<file path="config.mk">
export PLATFORM = sky130hd
export DESIGN_NAME = bram_sdp_param
export DESIGN_NICKNAME = d
export VERILOG_FILES = /design/src/rtl/bram_sdp_param.sv
export SDC_FILE = /design/constraint.sdc
export NUM_CORES = 2
export LEC_CHECK = 0
export ABC_CLOCK_PERIOD_IN_PS = 8550
export CORE_MARGIN = 2
export CORE_UTILIZATION = 50
export CTS_CLUSTER_DIAMETER = 120
export DETAILED_ROUTE_END_ITERATION = 10
export PLACE_DENSITY = 0.65
export SLEW_MARGIN = 25
export SYNTH_ARGS = -nofsm -noshare
export SYNTH_HDL_FRONTEND = slang
export SYNTH_SLANG_ARGS = --single-unit
</file>
<file path="constraint.sdc">
create_clock -name clk -period 8.55 [get_ports clk]
set_input_delay 0.855 -clock clk [delete_from_list [all_inputs] [get_ports clk]]
set_output_delay 0.855 -clock clk [all_outputs]
set_load 0.1 [all_outputs]
</file>
<file path="src/rtl/bram_sdp_param.sv">
// Simple-dual-port block RAM: one write port, one read port, single clock.
// Selectable collision mode, optional output register and post-reset clear sweep.
module bram_sdp_param #(
  parameter int unsigned       DATA_W         = 8,
  parameter int unsigned       ADDR_W         = 8,
  parameter int unsigned       DEPTH          = 256,
  parameter int unsigned       WRITE_FIRST    = 1,
  parameter int unsigned       OUT_REG        = 0,
  parameter int unsigned       CLEAR_ON_RESET = 1,
  parameter logic [DATA_W-1:0] CLEAR_VAL      = '0
) (
  input  logic              clk,
  input  logic              rstn,
  input  logic              wr_en,
  input  logic [ADDR_W-1:0] wr_addr,
  input  logic [DATA_W-1:0] wr_data,
  input  logic              rd_en,
  input  logic [ADDR_W-1:0] rd_addr,
  output logic [DATA_W-1:0] rd_data,
  output logic              rd_valid,
  output logic              ready
);

  localparam int unsigned       IDX_W    = (DEPTH > 1) ? $clog2(DEPTH) : 1;
  localparam logic [ADDR_W:0]   DEPTH_X  = (ADDR_W + 1)'(DEPTH);
  localparam logic [IDX_W-1:0]  LAST_IDX = IDX_W'(DEPTH - 1);

  typedef enum logic [1:0] {
    ST_RESET,
    ST_CLEAR,
    ST_READY
  } state_t;

  state_t            state;
  state_t            state_nxt;
  logic [IDX_W-1:0]  clr_cnt;
  logic              clr_we;
  logic              accept;
  logic              wr_in_range;
  logic              rd_in_range;
  logic              wr_ok;
  logic              rd_ok;
  logic [IDX_W-1:0]  wr_idx;
  logic [IDX_W-1:0]  rd_idx;
  logic [DATA_W-1:0] rd_word;
  logic [DATA_W-1:0] mem [DEPTH];

  always_ff @(posedge clk) begin
    if (!rstn) begin
      state   <= ST_RESET;
      clr_cnt <= '0;
    end else begin
      state <= state_nxt;
      if (state == ST_CLEAR) begin
        clr_cnt <= clr_cnt + 1'b1;
      end
    end
  end

  // Traffic is also gated by rstn so nothing is accepted on a reset edge
  // even while the state register still reads READY.
  always_comb begin
    state_nxt = state;
    clr_we    = 1'b0;
    accept    = 1'b0;
    case (state)
      ST_RESET: state_nxt = (CLEAR_ON_RESET != 0) ? ST_CLEAR : ST_READY;
      ST_CLEAR: begin
        clr_we = rstn;
        if (clr_cnt == LAST_IDX) begin
          state_nxt = ST_READY;
        end
      end
      ST_READY: accept = rstn;
      default:  state_nxt = ST_RESET;
    endcase
  end

  assign ready = (state == ST_READY);

  assign wr_in_range = ({1'b0, wr_addr} < DEPTH_X);
  assign rd_in_range = ({1'b0, rd_addr} < DEPTH_X);
  assign wr_idx      = wr_addr[IDX_W-1:0];
  assign rd_idx      = rd_addr[IDX_W-1:0];
  assign wr_ok       = accept && wr_en && wr_in_range;
  assign rd_ok       = accept && rd_en;

  always_ff @(posedge clk) begin
    if (clr_we) begin
      mem[clr_cnt] <= CLEAR_VAL;
    end else if (wr_ok) begin
      mem[wr_idx] <= wr_data;
    end
  end

  // Read-first falls out of the array holding its pre-edge value.
  always_comb begin
    rd_word = mem[rd_idx];
    if (!rd_in_range) begin
      rd_word = CLEAR_VAL;
    end else if ((WRITE_FIRST != 0) && wr_ok && (wr_addr == rd_addr)) begin
      rd_word = wr_data;
    end
  end

  if (OUT_REG != 0) begin : g_out_reg
    logic [DATA_W-1:0] pipe_data;
    logic              pipe_valid;

    always_ff @(posedge clk) begin
      if (!rstn) begin
        pipe_data  <= '0;
        pipe_valid <= 1'b0;
        rd_data    <= '0;
        rd_valid   <= 1'b0;
      end else begin
        pipe_valid <= rd_ok;
        if (rd_ok) begin
          pipe_data <= rd_word;
        end
        rd_valid <= pipe_valid;
        if (pipe_valid) begin
          rd_data <= pipe_data;
        end
      end
    end
  end else begin : g_no_out_reg
    always_ff @(posedge clk) begin
      if (!rstn) begin
        rd_data  <= '0;
        rd_valid <= 1'b0;
      end else begin
        rd_valid <= rd_ok;
        if (rd_ok) begin
          rd_data <= rd_word;
        end
      end
    end
  end

endmodule

</file>
==> results.rst <==
.. list-table::
   :header-rows: 1

   * - Metric
     - Value
   * - CP Capture Type
     - flip-flop
   * - Average wire per cell in the routed design
     - 33.0 microns
   * - Total number of clock tree sinks
     - 2067
   * - Share of the synthesized area in the top cell type
     - 76.0%
   * - Maximum Capacitance Violations
     - 0
   * - Critical-path top delay cell
     - sky130_fd_sc_hd__nand3_1
   * - Sequential share of power
     - 54.1%
   * - Largest driver fanout on the critical path
     - 15
   * - CTS resizes
     - 0
   * - Drc violations
     - 0
   * - Clock edge transition at the registers on the reported setup and hold paths
     - ~60 ps
   * - Reg2reg start
     - state[0]$_SDFFE_PN0P_
   * - Part of the total power dissipated in combinational logic
     - between 2 and 3%
   * - RSZ-0062 raised after global routing
     - false
   * - Crit path kind
     - in -> reg
   * - Average vias per placed instance
     - roughly 6.4
   * - Highest Clock Rate
     - 0.203 GHz
   * - Initial Utilization
     - 50.4%
   * - Number of failing hold endpoints at the final stage
     - 0
   * - Clock Power Share
     - a little over two fifths
   * - Iteration count of the initial detailed-routing pass
     - 6
   * - Routed via count
     - approximately 40000
   * - Vertical die dimension
     - 406 microns
   * - Leading register cell type out of synthesis
     - sky130_fd_sc_hd__edfxtp_1
   * - TritonCTS clock tree
     - built
   * - Core ar.
     - 0.161 sq mm
   * - Post-layout net count
     - 4028
   * - Share of post-route cells with drive strength above 1
     - 20.7%
   * - Pwr/cell area
     - around 230 mW/mm^2
   * - Sequential-to-total area share from yosys stat
     - 76.5%
   * - Placed cell area
     - 0.0835 sq mm
   * - Top cells by area in the synthesized netlist
     - sky130_fd_sc_hd__edfxtp_1 76%, sky130_fd_sc_hd__mux4_2 13%, sky130_fd_sc_hd__mux2i_1 2.4%, sky130_fd_sc_hd__nor2_1 1.5%, sky130_fd_sc_hd__a22oi_1 0.77%
   * - FP Rows
     - 147
   * - Outcome
     - finished clean
   * - Cell at the root of the clock tree
     - sky130_fd_sc_hd__clkbuf_16
   * - Total net switching power
     - 4220 uW
   * - Final count of pins violating max slew
     - 0
   * - Async set-or-reset flop fraction in the synthesized netlist
     - 0%
   * - Avg Synthesized Cell Area
     - 20.7 sq um
   * - Max transition margin
     - around 23%
   * - Hold Startpoint
     - state[1]$_SDFFE_PN0P_
   * - Antenna violations before repair
     - 8
   * - Combined buffer and inverter count along the critical path
     - 2
   * - TritonCTS Buffers
     - between 200 and 250
   * - Overflow after GRT
     - 0
   * - Horiz. Die Dim
     - 406 microns
   * - H-tree depth
     - 4
   * - Post-CTS setup buffer count
     - 0
   * - Clock latency on the worst-skew pair
     - 840 ps
   * - Via count of the first global-routing pass
     - 40052
   * - Die Outline Area
     - roughly 0.17 sq mm
   * - Total power of the final layout
     - 20300 uW
   * - Final cycle utilization of the critical path
     - 57.8%
   * - Setup Viol. Count Final
     - 0
   * - Switch share
     - 20.8%
   * - # IOs
     - 38
   * - Power Internal
     - 16100 uW
   * - Post-Route Skew
     - 63.9 ps
   * - Tot GR Track Use
     - 25.6%
   * - Count of state elements after synthesis
     - 2067
   * - Number of cells produced by synthesis
     - 3911
   * - Leakage power figure
     - 0.0236 uW
   * - DRT iter0 DRCs
     - 5604
   * - Post-DP HPWL
     - between 100 and 150 mm
   * - Buffers on Ports
     - 37
   * - Slowest cell delay on critical path
     - a little over 800 ps
   * - Distinct cells, synth
     - 64
   * - Syn Nets
     - a little under 4000
   * - Data arrival time at the worst-slack endpoint
     - ~5400 ps
   * - Startpoint of the worst setup timing path
     - rstn
   * - Cts-stage hold buffer count
     - 0
   * - Ys Warns
     - 0
   * - CP Cell Sequence
     - clkdlybuf4s50_1, and4b_1, mux2i_1, nor2b_1, nand3_1, buf_4, nor2_1
   * - Gpl congestion
     - between 0.9 and 1
   * - Dominant cell type by area after synthesis
     - sky130_fd_sc_hd__edfxtp_1
   * - Pin count of the biggest net entering global routing
     - 198
   * - Fin util
     - 56.1%
   * - Classification of the worst-slack hold path
     - reg -> reg
   * - Crit path time final
     - 4940 ps
   * - Area of the mapped netlist
     - 0.0809 sq mm
   * - Slew @ Worst Pin
     - 1150 ps
   * - Setup slack after layout
     - 3610 ps
   * - Wire length of the first global-routing pass
     - 298 mm
   * - Worst ir drop on vdd
     - 197 uV
   * - Detailed-route wire length
     - 209 mm
   * - Design area
     - approximately 0.09 sq mm
   * - Top cell family by delay on the critical path
     - simple AND/OR/NAND/NOR gates
   * - Post-route antenna net violation count
     - 0
   * - Worst EP required
     - 8990 ps
   * - Post-Place Worst Slack
     - 2840 ps
   * - Kind of launch point of the worst setup path
     - input port
   * - Number of enable flip-flop cells after synthesis
     - approximately 2000
   * - Area added between synthesis and finish
     - 11.2%
   * - Setup tns final
     - 0 ps
   * - Clock tree buffer depth
     - 3
## area by class of cell
cell class / count / area, sq um
fill: 11790 / 70600
sequential: 2067 / 61900
multi-input combinational: 1605 / 17700
clock buffer: 246 / 5240
tap: 2160 / 2700
clock inverter: 127 / 1220
timing repair buffer: 118 / 1180
inverter: 5 / 18.8
antenna: 3 / 7.51
## state kept, by name, indices dropped and copies added, names as in the netlist
name,count
clr_cnt,8
mem,2048
rd_data,8
rd_valid,1
state,2
## power groups by stage
stage | combinational, uW | clock, uW | sequential, uW
after floorplan | 375 | 0 | 11200
after global placement | 582 | 0 | 11200
after detailed placement | 583 | 0 | 11200
after CTS | 585 | 8800 | 11000
after global routing | 608 | 9200 | 11000
final | 590 | 8720 | 11000
## routing by layer
metal	up-vias	routed length, microns	GRT usage [%]
met5	-	49	0
met4	8	7300	8.51
met3	370	22500	6.57
met2	2183	95300	38.1
met1	21369	83900	37.2
li1	16415	-	-
## worst reg2reg max path, stage by stage, from the launching register on
cell and delay, ps:
sky130_fd_sc_hd__dfxtp_1 340, sky130_fd_sc_hd__and4b_1 780, sky130_fd_sc_hd__mux2i_1 450, sky130_fd_sc_hd__nor2b_1 550
sky130_fd_sc_hd__nand3_1 810, sky130_fd_sc_hd__buf_4 500, sky130_fd_sc_hd__nor2_1 660
## per-stage QoR
stage               hold WS [ps]  instances
floorplan                    521       3911
global route                 600       6328
detailed placement           562       5955
finish                       586       6331
CTS                          575       6328
global placement             556       5954
## placed cells by master (no fill, tap or decap), types with 53 or more instances in the layout
cell type,instances
sky130_fd_sc_hd__mux2i_1,194
sky130_fd_sc_hd__buf_4,65
sky130_fd_sc_hd__a21oi_1,64
sky130_fd_sc_hd__a22oi_1,83
sky130_fd_sc_hd__mux4_2,456
sky130_fd_sc_hd__clkinv_1,53
sky130_fd_sc_hd__edfxtp_1,2048
sky130_fd_sc_hd__clkbuf_16,203
sky130_fd_sc_hd__nor2_1,311
sky130_fd_sc_hd__nand2_1,85
## kinds of logic (layout without fill, tap and decap cells)
logic type / count (synthesis) / count (layout) / synth area share, %
xor gates and xnor gates: 12 / 12 / 0.130
DFF: 2067 / 2067 / 76.5
other: 0 / 3 / 0
buffers and inverters: 239 / 496 / 1.72
adders and majority gates: 1 / 1 / 0.0155
muxes: 672 / 672 / 15.6
AOI/OAI and AO/OA: 325 / 325 / 2.79
and+or+nand+nor: 595 / 595 / 3.31
## worst paths after layout
check,to,slack [ps],depth (start not counted)
hold reg to reg,state[0]$_SDFFE_PN0P_,590,2
setup reg to reg,mem[29][7]$_DFFE_PP_,4070,6
hold / removal,state[0]$_SDFFE_PN0P_,590,2
setup / recovery,mem[29][7]$_DFFE_PP_,3610,7
## synthesized netlist by cell type, types with 3 or more instances
cell type	n
sky130_fd_sc_hd__edfxtp_1	2048
sky130_fd_sc_hd__mux4_2	456
sky130_fd_sc_hd__nor2_1	318
sky130_fd_sc_hd__mux2i_1	194
sky130_fd_sc_hd__clkbuf_1	103
sky130_fd_sc_hd__nand2_1	85
sky130_fd_sc_hd__a22oi_1	83
sky130_fd_sc_hd__a21oi_1	64
sky130_fd_sc_hd__nand3_1	50
sky130_fd_sc_hd__buf_2	44
sky130_fd_sc_hd__buf_4	36
sky130_fd_sc_hd__buf_6	34
sky130_fd_sc_hd__nor2b_1	33
sky130_fd_sc_hd__o21ai_0	33
sky130_fd_sc_hd__a211oi_1	25
sky130_fd_sc_hd__o22ai_1	22
sky130_fd_sc_hd__and2_1	21
sky130_fd_sc_hd__a221oi_1	20
sky130_fd_sc_hd__dfxtp_1	19
sky130_fd_sc_hd__nor3_1	16
sky130_fd_sc_hd__nor4_1	16
sky130_fd_sc_hd__o221ai_1	16
sky130_fd_sc_hd__nand3b_1	15
sky130_fd_sc_hd__a31oi_1	13
sky130_fd_sc_hd__buf_1	13
sky130_fd_sc_hd__a22o_1	12
sky130_fd_sc_hd__mux2_2	12
sky130_fd_sc_hd__nand2b_1	12
sky130_fd_sc_hd__mux4_1	10
sky130_fd_sc_hd__xnor2_1	10
sky130_fd_sc_hd__a221o_1	7
sky130_fd_sc_hd__a2111oi_0	6
sky130_fd_sc_hd__nand4_1	6
sky130_fd_sc_hd__and3_1	5
sky130_fd_sc_hd__o211ai_1	5
sky130_fd_sc_hd__or2_2	4
sky130_fd_sc_hd__or3_1	4
sky130_fd_sc_hd__and4_1	3
sky130_fd_sc_hd__buf_12	3
sky130_fd_sc_hd__inv_1	3
sky130_fd_sc_hd__o31a_1	3
sky130_fd_sc_hd__o31ai_1	3
(Power assumes the default switching activity.)
